$ cat config.mk
export PLATFORM = sky130hd
export DESIGN_NAME = mem_port_arbiter_flat
export DESIGN_NICKNAME = d
export VERILOG_FILES = /design/src/rtl/mem_port_arbiter_if.sv /design/src/rtl/mem_port_arbiter.sv /design/src/flat_wrapper.sv
export SDC_FILE = /design/constraint.sdc
export NUM_CORES = 1
export LEC_CHECK = 0
export ABC_AREA = 0
export CAP_MARGIN = 10
export CORE_ASPECT_RATIO = 0.7
export CORE_UTILIZATION = 60
export DETAILED_ROUTE_END_ITERATION = 8
export DONT_BUFFER_PORTS = 1
export PLACE_DENSITY = 0.76
export SYNTH_ARGS = -nofsm -noshare
export SYNTH_HDL_FRONTEND = slang
export SYNTH_SLANG_ARGS = --single-unit
export TNS_END_PERCENT = 20
$ cat constraint.sdc
create_clock -name clk -period 2 [get_ports clk]
set_input_delay 0.2 -clock clk [delete_from_list [all_inputs] [get_ports clk]]
set_output_delay 0.2 -clock clk [all_outputs]
set_load 0.05 [all_outputs]
$ cat src/rtl/mem_port_arbiter_if.sv
// Bundle of the fetch/memory-access client handshakes and the shared memory port.
// The arbiter takes the master view; the environment (clients and memory) takes the slave view.
interface mem_port_arbiter_if;
  logic        if_req;
  logic [31:0] if_addr;
  logic        ma_req;
  logic        ma_we;
  logic [31:0] ma_addr;
  logic [31:0] ma_wdata;

  logic        mem_req;
  logic        mem_we;
  logic [31:0] mem_addr;
  logic [31:0] mem_wdata;
  logic [31:0] mem_rdata;
  logic        mem_ack;

  logic        if_done;
  logic [31:0] if_rdata;
  logic        ma_done;
  logic [31:0] ma_rdata;
  logic        halt;
  logic        bus_err;

  modport master (
    input  if_req, if_addr, ma_req, ma_we, ma_addr, ma_wdata, mem_rdata, mem_ack,
    output mem_req, mem_we, mem_addr, mem_wdata, if_done, if_rdata, ma_done, ma_rdata,
           halt, bus_err
  );

  modport slave (
    output if_req, if_addr, ma_req, ma_we, ma_addr, ma_wdata, mem_rdata, mem_ack,
    input  mem_req, mem_we, mem_addr, mem_wdata, if_done, if_rdata, ma_done, ma_rdata,
           halt, bus_err
  );
endinterface

$ cat src/rtl/mem_port_arbiter.sv
// Shares one memory port between instruction fetch and the memory-access stage.
// Memory access wins ties; a stalled transaction is aborted after TIMEOUT cycles with a sticky bus_err.
module mem_port_arbiter #(
  parameter int unsigned TIMEOUT = 16
) (
  input  logic               clk,
  input  logic               reset,
  mem_port_arbiter_if.master bus
);

  typedef enum logic [1:0] {
    IDLE,
    GRANT_MA,
    GRANT_IF,
    DONE
  } state_e;

  localparam logic [7:0] WaitLast = 8'(TIMEOUT - 1);

  state_e      state_q, state_d;
  logic [7:0]  wait_cnt_q, wait_cnt_d;
  logic        mem_req_q, mem_req_d;
  logic        mem_we_q, mem_we_d;
  logic [31:0] mem_addr_q, mem_addr_d;
  logic [31:0] mem_wdata_q, mem_wdata_d;
  logic        if_done_q, if_done_d;
  logic        ma_done_q, ma_done_d;
  logic [31:0] if_rdata_q, if_rdata_d;
  logic [31:0] ma_rdata_q, ma_rdata_d;
  logic        bus_err_q, bus_err_d;

  always_comb begin
    state_d     = state_q;
    wait_cnt_d  = wait_cnt_q;
    mem_req_d   = mem_req_q;
    mem_we_d    = mem_we_q;
    mem_addr_d  = mem_addr_q;
    mem_wdata_d = mem_wdata_q;
    if_done_d   = 1'b0;
    ma_done_d   = 1'b0;
    if_rdata_d  = if_rdata_q;
    ma_rdata_d  = ma_rdata_q;
    bus_err_d   = bus_err_q;

    case (state_q)
      IDLE: begin
        if (bus.ma_req) begin
          state_d     = GRANT_MA;
          wait_cnt_d  = 8'd0;
          mem_req_d   = 1'b1;
          mem_we_d    = bus.ma_we;
          mem_addr_d  = bus.ma_addr;
          mem_wdata_d = bus.ma_wdata;
        end else if (bus.if_req) begin
          state_d     = GRANT_IF;
          wait_cnt_d  = 8'd0;
          mem_req_d   = 1'b1;
          mem_we_d    = 1'b0;
          mem_addr_d  = bus.if_addr;
          mem_wdata_d = 32'd0;
        end
      end

      // An ack on the last wait cycle still wins over the timeout abort.
      GRANT_MA: begin
        if (bus.mem_ack) begin
          if (!mem_we_q) begin
            ma_rdata_d = bus.mem_rdata;
          end
          ma_done_d = 1'b1;
          mem_req_d = 1'b0;
          state_d   = DONE;
        end else if (wait_cnt_q == WaitLast) begin
          bus_err_d = 1'b1;
          ma_done_d = 1'b1;
          mem_req_d = 1'b0;
          state_d   = DONE;
        end else begin
          wait_cnt_d = wait_cnt_q + 8'd1;
        end
      end

      GRANT_IF: begin
        if (bus.mem_ack) begin
          if_rdata_d = bus.mem_rdata;
          if_done_d  = 1'b1;
          mem_req_d  = 1'b0;
          state_d    = DONE;
        end else if (wait_cnt_q == WaitLast) begin
          bus_err_d = 1'b1;
          if_done_d = 1'b1;
          mem_req_d = 1'b0;
          state_d   = DONE;
        end else begin
          wait_cnt_d = wait_cnt_q + 8'd1;
        end
      end

      DONE: begin
        state_d = IDLE;
      end

      default: begin
        state_d = IDLE;
      end
    endcase
  end

  always_ff @(posedge clk) begin
    if (!reset) begin
      state_q     <= IDLE;
      wait_cnt_q  <= 8'd0;
      mem_req_q   <= 1'b0;
      mem_we_q    <= 1'b0;
      mem_addr_q  <= 32'd0;
      mem_wdata_q <= 32'd0;
      if_done_q   <= 1'b0;
      ma_done_q   <= 1'b0;
      if_rdata_q  <= 32'd0;
      ma_rdata_q  <= 32'd0;
      bus_err_q   <= 1'b0;
    end else begin
      state_q     <= state_d;
      wait_cnt_q  <= wait_cnt_d;
      mem_req_q   <= mem_req_d;
      mem_we_q    <= mem_we_d;
      mem_addr_q  <= mem_addr_d;
      mem_wdata_q <= mem_wdata_d;
      if_done_q   <= if_done_d;
      ma_done_q   <= ma_done_d;
      if_rdata_q  <= if_rdata_d;
      ma_rdata_q  <= ma_rdata_d;
      bus_err_q   <= bus_err_d;
    end
  end

  assign bus.mem_req   = mem_req_q;
  assign bus.mem_we    = mem_we_q;
  assign bus.mem_addr  = mem_addr_q;
  assign bus.mem_wdata = mem_wdata_q;
  assign bus.if_done   = if_done_q;
  assign bus.ma_done   = ma_done_q;
  assign bus.if_rdata  = if_rdata_q;
  assign bus.ma_rdata  = ma_rdata_q;
  assign bus.bus_err   = bus_err_q;

  // Stall a client until the cycle its completion pulse is visible.
  assign bus.halt = (bus.ma_req & ~ma_done_q) | (bus.if_req & ~if_done_q);

endmodule

$ cat src/flat_wrapper.sv
// flat-port wrapper written by rule: the top's interface ports become plain ports
module mem_port_arbiter_flat 
#(
  parameter int unsigned TIMEOUT = 16
)
  (clk, reset, bus_if_req, bus_if_addr, bus_ma_req, bus_ma_we, bus_ma_addr, bus_ma_wdata, bus_mem_rdata, bus_mem_ack, bus_mem_req, bus_mem_we, bus_mem_addr, bus_mem_wdata, bus_if_done, bus_if_rdata, bus_ma_done, bus_ma_rdata, bus_halt, bus_bus_err);
  mem_port_arbiter_if bus_i ();
  input  logic clk;
  input  logic reset;
  input wire logic [$bits(bus_i.if_req)-1:0] bus_if_req;
  input wire logic [$bits(bus_i.if_addr)-1:0] bus_if_addr;
  input wire logic [$bits(bus_i.ma_req)-1:0] bus_ma_req;
  input wire logic [$bits(bus_i.ma_we)-1:0] bus_ma_we;
  input wire logic [$bits(bus_i.ma_addr)-1:0] bus_ma_addr;
  input wire logic [$bits(bus_i.ma_wdata)-1:0] bus_ma_wdata;
  input wire logic [$bits(bus_i.mem_rdata)-1:0] bus_mem_rdata;
  input wire logic [$bits(bus_i.mem_ack)-1:0] bus_mem_ack;
  output wire logic [$bits(bus_i.mem_req)-1:0] bus_mem_req;
  output wire logic [$bits(bus_i.mem_we)-1:0] bus_mem_we;
  output wire logic [$bits(bus_i.mem_addr)-1:0] bus_mem_addr;
  output wire logic [$bits(bus_i.mem_wdata)-1:0] bus_mem_wdata;
  output wire logic [$bits(bus_i.if_done)-1:0] bus_if_done;
  output wire logic [$bits(bus_i.if_rdata)-1:0] bus_if_rdata;
  output wire logic [$bits(bus_i.ma_done)-1:0] bus_ma_done;
  output wire logic [$bits(bus_i.ma_rdata)-1:0] bus_ma_rdata;
  output wire logic [$bits(bus_i.halt)-1:0] bus_halt;
  output wire logic [$bits(bus_i.bus_err)-1:0] bus_bus_err;
  assign bus_i.if_req = bus_if_req;
  assign bus_i.if_addr = bus_if_addr;
  assign bus_i.ma_req = bus_ma_req;
  assign bus_i.ma_we = bus_ma_we;
  assign bus_i.ma_addr = bus_ma_addr;
  assign bus_i.ma_wdata = bus_ma_wdata;
  assign bus_i.mem_rdata = bus_mem_rdata;
  assign bus_i.mem_ack = bus_mem_ack;
  assign bus_mem_req = bus_i.mem_req;
  assign bus_mem_we = bus_i.mem_we;
  assign bus_mem_addr = bus_i.mem_addr;
  assign bus_mem_wdata = bus_i.mem_wdata;
  assign bus_if_done = bus_i.if_done;
  assign bus_if_rdata = bus_i.if_rdata;
  assign bus_ma_done = bus_i.ma_done;
  assign bus_ma_rdata = bus_i.ma_rdata;
  assign bus_halt = bus_i.halt;
  assign bus_bus_err = bus_i.bus_err;
  mem_port_arbiter #(.TIMEOUT(TIMEOUT)) u_core (.clk(clk), .reset(reset), .bus(bus_i));
endmodule
Word-level counts from Yosys, hierarchy flattened --
Index checks and enable logic that the tools add are counted. W data, S select, Z words.
Storage, ports and cells: register bits 143
Operators by class: $add $sub $neg 1, equality and inequality tests 8, multiplexer cells 23, bitwise logic cells 7, reductions and logical operators 13
Operators by type and width (count):
- $mux W32 | 4
- $mux W8 | 4
- $pmux W8 S2 | 1
- $reduce_and A2 Y1 | 5
- $reduce_and A3 Y1 | 3
- $add A8 B1 Y8 const B | 1
- $eq A8 B4 Y1 const B | 1
- $mux W1 | 8
- $mux W2 | 4
- $pmux W2 S3 | 1
- $eq A2 B2 Y1 const B | 2
- $ne A2 B2 Y1 const B | 2
- $not A1 Y1 | 4
- $reduce_and A4 Y1 | 1
- $reduce_bool A2 Y1 | 2
- $ne A3 B1 Y1 const B | 1
- $ne A3 B3 Y1 const B | 1
- $and A1 B1 Y1 | 2
- $eq A2 B1 Y1 const B | 1
- $logic_not A2 Y1 | 1
- $pmux W1 S2 | 1
- $reduce_or A2 Y1 | 1
- $or A1 B1 Y1 | 1

Longest topological paths before layout --
Gate-level depths: netlist (run 1).
depth in word-level cells 4, gate-level depth with buffers 8

Worst setup path before layout (run 1) --
Ideal clock, no wire load.
path kind input port to output port, start input bus_ma_req, end output bus_halt, data arrival time 1.404 ns, data required time 1.800 ns, path slack 0.396 ns, stages 4, buffers on the path 2, cell sequence buf_6 > buf_2 > inv_1 > o22ai_1
On the way: longest elaborated chain between the ends 2
Ends and longest elaborated chain:
- from (decl) | line flat_wrapper.sv:12 | input wire logic [$bits(bus_i.ma_req)-1:0] bus_ma_req;
- $and A1 B1 Y1 | line mem_port_arbiter.sv:148 | assign bus.halt = (bus.ma_req & ~ma_done_q) | (bus.if_req & ~if_done_q);
- $or A1 B1 Y1 | line mem_port_arbiter.sv:148
- to (decl) | line flat_wrapper.sv:26 | output wire logic [$bits(bus_i.halt)-1:0] bus_halt;
No other way between the ends.

Final worst setup path (run 1) --
start register u_core.state_q[0], end register u_core.mem_wdata_q[15] (netlist: u_core.bus.mem_wdata[15])
On the way: longest elaborated chain between the ends 2
Ends and longest elaborated chain:
- from (decl) | line mem_port_arbiter.sv:20 | state_e state_q, state_d;
- from (signal assigned) | line mem_port_arbiter.sv:123 | state_q <= state_d;
- $logic_not A2 Y1 | line mem_port_arbiter.sv:45 | case (state_q)
- $reduce_and A2 Y1 (no source line)
- to (signal assigned) | line mem_port_arbiter.sv:128 | mem_wdata_q <= mem_wdata_d;
- to (decl) | line mem_port_arbiter.sv:25 | logic [31:0] mem_wdata_q, mem_wdata_d;
No other way between the ends. A chain may end at the register's enable or synchronous reset.

==> results of run 1 <==
==> power by group <==
group | total [mW] | switching [mW] | internal, mW
clock network | 3.06 | 1.26 | 1.80
logic | 2.39 | 1.46 | 0.936
registers | 5.52 | 2.13 | 3.39
==> final timing paths <==
path	from	end	cells after the start
max	u_core.state_q[0]$_SDFFE_PN0P_	u_core.bus.mem_wdata[15]$_SDFFE_PN0P_	6
min	reset	u_core.wait_cnt_q[7]$_SDFFE_PN0P_	2
max reg2reg	u_core.state_q[0]$_SDFFE_PN0P_	u_core.bus.mem_wdata[15]$_SDFFE_PN0P_	6
min reg2reg	u_core.wait_cnt_q[1]$_SDFFE_PN0P_	u_core.wait_cnt_q[1]$_SDFFE_PN0P_	2
==> through the flow <==
step,hold WS [ns],setup WS [ns],total power [mW]
2_1_floorplan,0.336,0.396,7.27
3_3_place_gp,0.337,0.307,7.59
3_5_place_dp,0.343,0.0976,7.72
4_1_cts,0.00453,0.0704,10.9
5_1_grt,0.0354,0.0444,11.4
6_report,0.00825,0.164,11.0
==> cells in the mapped netlist (2+ instances only) <==
cell	number	share of area
and2_1	2	0.0022
a21o_1	3	0.0039
buf_1	6	0.0039
buf_4	3	0.0039
a211oi_2	28	0.061
and3_1	4	0.0044
mux2i_1	34	0.059
a22oi_1	34	0.045
o21ai_1	3	0.0026
nand3b_1	3	0.0039
nor3_1	2	0.0017
buf_2	19	0.017
nand3_1	3	0.0026
nor2_1	68	0.045
a21oi_2	2	0.0031
inv_1	5	0.0033
buf_6	4	0.0079
clkbuf_4	2	0.0026
a21oi_1	70	0.061
o21ai_0	2	0.0017
clkbuf_1	17	0.011
a211oi_1	4	0.0052
ha_1	7	0.015
a311oi_1	3	0.0046
nand2_1	139	0.091
a31oi_1	2	0.0022
dfxtp_1	143	0.50
==> sequential cells by signal, indices dropped and copies added (netlist names), 2 cells and up <==
signal                cells
u_core.state_q            2
u_core.wait_cnt_q         8
u_core.bus.if_rdata      32
u_core.bus.ma_rdata      32
u_core.bus.mem_wdata     32
u_core.bus.mem_addr      32
==> logic make-up after synthesis <==
kind of cell               share of synthesized area
DFF                                            0.500
buffers and inverters                         0.0494
AOI/OAI and AO/OA                              0.201
adders and majority gates                     0.0153
and+or+nand+nor                                0.175
muxes                                         0.0595
==> layer usage <==
layer | part of all wire | routed length [µm] | global-route usage | vias to the layer above
li1 | - | - | - | 2282
met1 | 0.40 | 6250 | 0.364 | 2297
met2 | 0.50 | 7920 | 0.552 | 241
met3 | 0.082 | 1290 | 0.0984 | 28
met4 | 0.019 | 294 | 0.114 | 0
met5 | 0 | 0 | 0 | -
==> timing repair <==
action	CTS	global route
resized for setup	0	1
setup endpoints to repair	0	1
hold buffers	66	0
hold endpoints to repair	104	0
setup buffers	0	2
==> cell type report <==
class                      instances  area [µm²]  share of cell area
sequential                       143        2860               0.406
multi-input combinational        433        2590               0.368
timing repair buffer              84         833               0.118
clock buffer                      19         453              0.0643
tap                              124         155              0.0220
clock inverter                    13         130              0.0185
inverter                           5        21.3             0.00302
==> run metrics, run 1 <==
Mapped Cells=632; Post-synth ARST share=0; vias per std cell=5.90; final hold violation count=0; Max Buffers Root-to-Sink=2; I/O pins=268; Max stage delay on crit path=0.41 ns; H-tree depth=4; grt ovf=0; area of the mapped netlist=5720 µm²; WS Path Type=reg2reg; Synth Area per Inst=9.06 µm²; CTS Sinks=143; Hold Crit Class=in2reg; Clock Tree Root=clkbuf_16; CP endpoint kind=flip-flop; worst endpoint data arrival time=2.17 ns; final worst path period need=1.84 ns; DR pass1 iterations=5; Post-synth EDFFs=0; ANT cells=0; Die Area=9940 µm²; port bufs=0; Starting Density=0.626; DRC viols=0; FP Rows=29; global-route wire length before repair=24.5 mm; CTS Buf Count=17; cell leakage power=2.66 nW; Crit-path slowest cell=dfxtp_1; initial antenna violation count=0; final wirelength=15.8 mm; Main synth FF type=dfxtp_1; Max-cap violations=0; area of all placed cells without fillers=7050 µm²; Max Slew Vio Count=0; final core occ=0.771; CP Launch Type=flip-flop; crit path max fanout=23; Die H=83.7 µm; sequential-to-total area share from yosys stat=0.500; worst path cell trace=inv_1, ha_1, o21ai_2, buf_4, a22oi_1, nor2_1; Final Skew=0.00987 ns; nets=825; WL per Instance=19.2 µm; via count=4848; Worst Max-Slew Pin Slew=0.645 ns; commonest non-fill, non-tap cell in the layout=dfxtp_1; count of state elements after synthesis=143; DR iter-0 viols=419; worst relative slew slack=0.570; CTS tree=done; vias in the first global route=4747; CORE AREA=9140 µm²; Final GP Congestion=0.869; Mapped Nets=773; cell count after placement=721; Final Setup Violations=0; Post-Place Cell Area=5780 µm²; # fillers=592; Reg clk slew, reported paths=0.06 ns; final period utilization=0.918; Fmax achieved=545 MHz; pin count of the biggest net entering global routing=65; post-route setup TNS=0 ns; Die W=119 µm; outcome=finished, final reports clean; R2R Setup Slk=0.16 ns; hpwl dp=9.62 mm; share of cells above drive strength 1=0.132; Worst Path Required=2.33 ns; Worst path top cell family by delay=buffers and inverters; CP bufs+invs=2; Skew-Pair Late Insertion Delay=0.42 ns; Layout Area Growth over Synthesis=23.1%; Finished Layout Cells=821; gr usage total=0.316; Netlist cell types=47; Syn. warnings=0; VDD IR-drop max=949 µV; unrepaired setup endpoints after global routing=false; commonest non-fill, non-tap cells in the layout=143 x dfxtp_1, 139 x nand2_1, 70 x a21oi_1; pwr dens=1560 nW/µm²; Antenna Nets Post-Route=0
Power figures use the tool's default switching activity.
==> run 2, diff against run 1 <==
- SETUP_SLACK_MARGIN: not set -> 0.4
==> run 2 against run 1 <==
  * Highest routed layer unchanged
  * Clock power up 16%
  * Sequential share of layout area down 0.77 points
  * Fmax up 16%
  * Sequential power up 1%
  * First-iteration DRC count down 8.1%
==> run metrics, run 2 (synthesis gave the netlist of run 1 again) <==
outcome=finished, final reports clean; CTS Sinks=143 (unchanged); Starting Density=0.626 (unchanged); Sequential Power Share=0.482 (-0.021); share of cells above drive strength 1=0.145 (+0.0129); pin count of the biggest net entering global routing=65 (unchanged); global-route wire length before repair=24.1 mm (-1.6%); grt ovf=0 (unchanged); Die W=119 µm (unchanged); # fillers=570 (-3.7%); Clk pwr share=0.305 (+0.026); port bufs=0 (unchanged); Max Slew Vio Count=0 (unchanged); Reg clk slew, reported paths=0.06 ns (about the same); VDD IR-drop max=881 µV (-7.1%); crit path max fanout=6 (-74%); CTS Buf Count=17 (unchanged); commonest non-fill, non-tap cells in the layout=140 x dfxtp_1, 139 x nand2_1, 70 x a21oi_1; Psw=4.84 mW (about the same); CORE AREA=9140 µm² (unchanged); WS Path Type=reg2reg; Worst Max-Slew Pin Slew=0.609 ns (-0.0369 ns); vias per std cell=5.97 (+1.0%); Antenna Nets Post-Route=0 (unchanged); DR iter-0 viols=385 (-8.1%); post-route setup TNS=0 ns (unchanged); CP Launch Type=flip-flop; DR pass1 iterations=5 (unchanged); initial antenna violation count=0 (unchanged); H-tree depth=4 (unchanged); sw frac=0.418 (-0.0241); final period utilization=0.794 (-0.124); Worst Path Required=2.27 ns (-0.06 ns); final core occ=0.788 (+0.0172); ANT cells=0 (unchanged); area of the multi-input gates=2640 µm² (+1.9%); final worst path period need=1.59 ns (-0.247 ns); fraction of power consumed by combinational cells=0.213 (-0.005); unrepaired setup endpoints after global routing=true; worst endpoint data arrival time=1.86 ns (-0.31 ns); Internal=6.75 mW (+10%); Die Area=9940 µm² (unchanged); Skew-Pair Late Insertion Delay=0.41 ns (about the same); final wirelength=15.9 mm (+0.95%); Final GP Congestion=0.851 (-2.1%); DRC viols=0 (unchanged); hpwl dp=9.57 mm (-0.59%); via count=4898 (+1.0%); Final Skew=0.0115 ns (+0.00163 ns); FP Rows=29 (unchanged); Fmax achieved=630 MHz (+16%); WL per Instance=19.4 µm (+0.95%); Hold Crit Class=in2reg; I/O pins=268 (unchanged); Max Buffers Root-to-Sink=2 (unchanged); Final Setup Violations=0 (unchanged); CTS tree=done; Die H=83.7 µm (unchanged); nets=825 (unchanged); gr usage total=0.308 (-0.00746); pwr dens=1610 nW/µm² (+3.3%); final hold violation count=0 (unchanged); Max-cap violations=0 (unchanged); Layout Area Growth over Synthesis=25.9%; cell leakage power=2.73 nW (+2.3%); worst relative slew slack=0.594 (+0.0245); Clock Tree Root=clkbuf_16; CP endpoint kind=flip-flop; commonest non-fill, non-tap cell in the layout=dfxtp_1; vias in the first global route=4729 (-0.38%); area occupied by registers=2870 µm² (+0.31%)
==> run 2: cell count changes in the layout (fill, tap and decap cells not counted), sizes merged <==
cell,before,now
dlygate4sd3,66,67
bufinv,1,5
clkinv,6,4
clkinvlp,3,0
clkbuf,19,20
buf,18,17
==> run 2: cell type report <==
cell class | count | share of cell area
inverters | 5 | 0.00365
flip-flops and latches | 143 | 0.399
repair buffers | 84 | 0.117
clock buffers | 20 | 0.0648
multi-input cells | 433 | 0.367
well taps | 124 | 0.0215
clock inverters | 12 | 0.0283
==> run 2: path summary, 6_finish.rpt <==
| path | cells after the start | from | end | slack, ns |
|---|---|---|---|---|
| worst min register to register | 2 | u_core.wait_cnt_q[1]$_SDFFE_PN0P_ | u_core.wait_cnt_q[1]$_SDFFE_PN0P_ | 0.51 |
| worst max register to register | 7 | u_core.state_q[1]$_SDFFE_PN0P_ | u_core.wait_cnt_q[1]$_SDFFE_PN0P_ | 0.41 |
| worst min-delay path | 2 | reset | u_core.wait_cnt_q[7]$_SDFFE_PN0P_ | 0.008 |
| worst max-delay path | 7 | u_core.state_q[1]$_SDFFE_PN0P_ | u_core.wait_cnt_q[1]$_SDFFE_PN0P_ | 0.41 |
==> run 2: what timing repair did <==
item | CTS | global route
setup buffers | 3 | 3
pin swaps | 0 | 6
endpoints found under the hold margin | 105 | 0
hold buffers | 67 | 0
resized for setup | 11 | 10
endpoints found under the setup margin | 70 | 47
==> run 2: stage by stage <==
stage | hold WS [ns] | cell area (µm²) | power [mW] | instances | setup slack, ns
after floorplan | 0.336 | 5730 | 7.28 | 632 | 0.451
after global placement | 0.338 | 5750 | 7.57 | 716 | 0.271
after detailed placement | 0.343 | 5750 | 7.70 | 716 | 0.0787
after CTS | 0.00438 | 7150 | 11.5 | 818 | 0.323
after global routing | 0.00797 | 7200 | 12.0 | 821 | 0.341
final | 0.00801 | 7200 | 11.6 | 821 | 0.411
==> run 2: critical path, cell delays in order, from the launching register on <==
cell	delay [ns]
dfxtp_4	0.36
inv_4	0.07
ha_4	0.15
nor3b_4	0.36
nor3b_4	0.10
buf_4	0.16
a32oi_1	0.17
a21oi_1	0.08
==> run 2: power groups by stage <==
stage                     logic [mW]  clock network, mW  registers (mW)
after detailed placement        2.09                  0            5.61
after global routing            2.69               3.68            5.63
after global placement          1.98                  0            5.59
after floorplan                 1.79                  0            5.49
after CTS                       2.35               3.55            5.56
final                           2.47               3.54            5.59
==> run 2: layer usage <==
layer / up-vias / track usage / wire length (µm)
li1: 2283 / - / -
met1: 2332 / 0.350 / 6190
met3: 30 / 0.100 / 1350
met2: 253 / 0.550 / 8070
met4: 0 / 0.0955 / 299
met5: - / 0 / 0
